==> src/rtl/pulse_stretcher.sv <==
// Stretches one-cycle event strobes into fixed-length output bursts. Each burst is
// HIGH_CYCLES high followed by GAP_CYCLES low; strobes arriving mid-burst are queued and replayed.
module pulse_stretcher #(
    parameter int unsigned HIGH_CYCLES = 4,
    parameter int unsigned GAP_CYCLES  = 2,
    parameter int unsigned PEND_W      = 3
) (
    input  logic              clk,
    input  logic              rst_n,
    input  logic              pulse_in,
    output logic              out,
    output logic              busy,
    output logic [PEND_W-1:0] pending,
    output logic              overflow
);

    localparam int unsigned MaxPhase = (HIGH_CYCLES > GAP_CYCLES) ? HIGH_CYCLES : GAP_CYCLES;
    localparam int unsigned CntW     = (MaxPhase > 1) ? $clog2(MaxPhase) : 1;

    localparam logic [CntW-1:0]   HighLast = CntW'(HIGH_CYCLES - 1);
    localparam logic [CntW-1:0]   GapLast  = CntW'(GAP_CYCLES - 1);
    localparam logic [PEND_W-1:0] PendMax  = {PEND_W{1'b1}};

    typedef enum logic [1:0] {
        StIdle = 2'd0,
        StHigh = 2'd1,
        StGap  = 2'd2
    } state_e;

    state_e            state_q;
    logic [CntW-1:0]   cnt_q;
    logic [PEND_W-1:0] pend_q;
    logic              out_q;
    logic              busy_q;
    logic              ovf_q;

    logic pend_full;
    logic gap_last;
    logic replay;

    always_comb begin
        pend_full = (pend_q == PendMax);
        gap_last  = (state_q == StGap) && (cnt_q == GapLast);
        // A strobe on the final gap edge counts toward the replay decision.
        replay    = gap_last && (pulse_in || (pend_q != '0));
    end

    always_ff @(posedge clk) begin
        if (!rst_n) begin
            state_q <= StIdle;
            cnt_q   <= '0;
            pend_q  <= '0;
            out_q   <= 1'b0;
            busy_q  <= 1'b0;
            ovf_q   <= 1'b0;
        end else begin
            ovf_q <= 1'b0;
            unique case (state_q)
                StIdle: begin
                    if (pulse_in) begin
                        state_q <= StHigh;
                        cnt_q   <= '0;
                        out_q   <= 1'b1;
                        busy_q  <= 1'b1;
                    end
                end
                StHigh: begin
                    if (pulse_in) begin
                        if (pend_full) begin
                            ovf_q <= 1'b1;
                        end else begin
                            pend_q <= pend_q + 1'b1;
                        end
                    end
                    if (cnt_q == HighLast) begin
                        state_q <= StGap;
                        cnt_q   <= '0;
                        out_q   <= 1'b0;
                    end else begin
                        cnt_q <= cnt_q + 1'b1;
                    end
                end
                StGap: begin
                    if (gap_last) begin
                        cnt_q <= '0;
                        if (replay) begin
                            // Increment and decrement cancel when a strobe coincides.
                            if (!pulse_in) begin
                                pend_q <= pend_q - 1'b1;
                            end
                            state_q <= StHigh;
                            out_q   <= 1'b1;
                        end else begin
                            state_q <= StIdle;
                            busy_q  <= 1'b0;
                        end
                    end else begin
                        cnt_q <= cnt_q + 1'b1;
                        if (pulse_in) begin
                            if (pend_full) begin
                                ovf_q <= 1'b1;
                            end else begin
                                pend_q <= pend_q + 1'b1;
                            end
                        end
                    end
                end
                default: begin
                    state_q <= StIdle;
                    cnt_q   <= '0;
                    out_q   <= 1'b0;
                    busy_q  <= 1'b0;
                end
            endcase
        end
    end

    assign out      = out_q;
    assign busy     = busy_q;
    assign pending  = pend_q;
    assign overflow = ovf_q;

endmodule

==> config.mk <==
export PLATFORM = sky130hd
export DESIGN_NAME = pulse_stretcher
export DESIGN_NICKNAME = d
export VERILOG_FILES = /design/src/rtl/pulse_stretcher.sv
export SDC_FILE = /design/constraint.sdc
export NUM_CORES = 1
export LEC_CHECK = 0
export CAP_MARGIN = 20
export CORE_MARGIN = 5
export CORE_UTILIZATION = 57
export CTS_CLUSTER_DIAMETER = 40
export DETAILED_ROUTE_END_ITERATION = 8
export GPL_TIMING_DRIVEN = 0
export PLACE_DENSITY = 0.93
export SETUP_SLACK_MARGIN = 0.1
export SYNTH_ARGS = -nofsm -noshare
export SYNTH_HDL_FRONTEND = slang
export SYNTH_SLANG_ARGS = --single-unit
==> constraint.sdc <==
create_clock -name clk -period 2.6 [get_ports clk]
set_input_delay 0.52 -clock clk [delete_from_list [all_inputs] [get_ports clk]]
set_output_delay 0.52 -clock clk [all_outputs]
set_load 0.02 [all_outputs]
==> reports/metrics.cfg <==
[timing]
finClkSkew_ns = 0.00747
finalSetupTns_ns = 0
hold_viol = 0
hold_ws_ns = 0.482
setup_viol = 0
tightest_slew_ns = 0.438
max_freq_mhz = 498
period_needed_ns = 2.01
final.period_utilization_pct = 77.2
slew_viol_final = 0
rsz0062_at_grt = no
relSlewSlack_pct = 70.8

[die]
rows = 13
io_pins = 9
die_area_sq_um = 2130
initial_utilization_pct = 58.6
fp.dieH_um = 46.1
fp.coreArea_sq_um = 1270
fp.dieW_um = 46.1

[place]
io_buffers = 8
place_congestion = 0.861
dp_hpwl_mm = 1.29

[clocking]
cts_root_buf = clkbuf_4
post_cts_resized = 0
hold_buffers = 0
cts_htree_levels = 1
cts_buffer_depth = 2
cts.sinks = 10
cts_made_buffers = 3
cts_tree = done
clk_pin_slew_ns = 0.08
clkLatencyLatePin_ns = 0.28
cts_setup_buffers = 0

[cells_and_area]
fill_cells = 100
final_core_util_pct = 69.2
multiInputGateArea_sq_um = 505
num-nets-final = 116
n_antenna_cell = 0
seq_area_sq_um = 200
drive_gt1_share_pct = 8.91
area_growth_pct = 18.2

[routing]
avgRoutedWirePerCell_um = 15.2
drc = 0
vias = 688
viasPerCell = 5.93
firstDrtPassIters = 4
drt_wl_total_mm = 1.77
ant_nets = 0
initialDrtViolationCount = 17

[critical_path]
arrival_ns = 2.18
rrSetupSlack_ns = 0.59
r2r-end = busy
path_class = flop to flop
crit_required_ns = 2.77
crit_path_end = busy
end_kind = flop
cp-start-kind = flop
worstPathMaxFanout = 7
crit_path_start = state_q[0]
r2r-start = state_q[0]
r2r_cells = 7

[synthesis]
yosys.cell_count.top_type = nand2_1
synthCells = 89
seq_area_frac_synth_pct = 26.9
syn_nets = 103
post_synth.cell_area_avg_sq_um = 8.35
netlist_top_cells_count = nand2_1, ha_1, dfxtp_1, inv_1, a21oi_1
synth_area_leaders = dfxtp_1, ha_1, nand2_1
synth_flop_cell = dfxtp_1
syn-cell-area_sq_um = 743
yosysWarnings = 0
synth_edf_count = 0
synth_largest_area_cell = dfxtp_1
yosysUniqueCellTypes = 32
synthArstFlopShare_pct = 0
synth_top_area_share_pct = 26.9
synth-seq-cells = 10

[global_routing]
antenna_found_initial = 0
grt_pass1_vias = 622
grt_usage_pct = 19.9
grt_overflow = 0
grt_first_pass_wirelength_mm = 2.93
grt_max_degree = 11

[pwr]
pwr_density_cell_nw_per_um2 = 647
p_leak_uw = 0.000336
p_total_uw = 569
ir_drop_v = 0.000502

[status]
outcome = completed

[min_path]
min_path_type = flop to flop

[run]
cap_violations = 0

kinds of logic (layout without fill, tap and decap cells):
kind of cell,count (synthesis),after routing,synth area share (%)
mux,1,1,1.35
simple gates,32,32,21.7
fa+ha+maj,11,11,18.5
buf+inv,10,22,5.05
flops,10,10,26.9
xor+xnor,1,1,1.18
compound gates,24,24,25.3
how the worst min path moves through the flow:
stage	start	endpoint	slack, ns	depth (start not counted)
6_report	out	out	0.48	2
5_1_grt	out	out	0.56	2
4_1_cts	out	out	0.48	2
3_5_place_dp	out	out	0.46	2
3_3_place_gp	out	out	0.46	2
2_1_floorplan	cnt_q[1]	cnt_q[1]	0.47	2
through the flow:
stage	worst slack [ns]	std cells	area [sq um]
floorplan	0.860	89	743
global placement	0.384	112	842
detailed placement	0.340	112	842
CTS	0.596	116	878
global route	0.511	116	878
finish	0.592	116	878
routing by layer:
layer	part of all wire, %	global-route usage (%)
met3	4.4	7.03
met5	0	0
met2	49	29.4
met1	43	24.9
met4	3.1	10.8
sequential cells by signal (all words and copies together), names as in the netlist:
signal    flops
out           1
overflow      1
state_q       2
pending       3
cnt_q         2
busy          1
where the power goes:
group          total [uW]  internal (uW)  switching, uW
Combinational         229            102            127
Clock                 147           85.3           61.7
Sequential            193            174           19.0
Total                 569            361            208
final cells by class:
cell class | count | share of cell area, %
flip-flops and latches | 10 | 22.8
multi-input cells | 69 | 57.5
repair buffers | 8 | 9.12
clock buffers | 4 | 4.13
well taps | 15 | 2.14
plain buffers | 3 | 1.28
inverters | 7 | 2.99
cells in the final DEF (no fill, tap or decap), drive strengths merged:
cell           Yosys  final
a2111oi            1      1
a211oi             1      1
a21bo              1      1
a21boi             1      1
a21oi              6      6
a22oi              1      1
and2               2      2
and2b              1      1
clkbuf             3      7
clkdlybuf4s50      0      8
dfxtp             10     10
ha                11     11
inv                7      7
mux2i              1      1
nand2             14     14
nand2b             1      1
nand3              2      2
nand4              1      1
nand4b             1      1
nor2               3      3
nor2b              3      3
nor3               2      2
o211ai             2      2
o21ai              3      3
o22ai              2      2
o311a              1      1
o31ai              3      3
o32ai              1      1
o41ai              1      1
or2                1      1
or3b               1      1
xnor2              1      1
critical path, cell delays in order, from the launching register on:
cell and delay [ns]:
dfxtp_1 0.40, inv_1 0.11, ha_1 0.30, and2_1 0.19, clkbuf_1 0.20, a2111oi_4 0.42
mux2i_1 0.22, nor2b_1 0.06
Note: power is estimated with default switching activity, not from simulation.
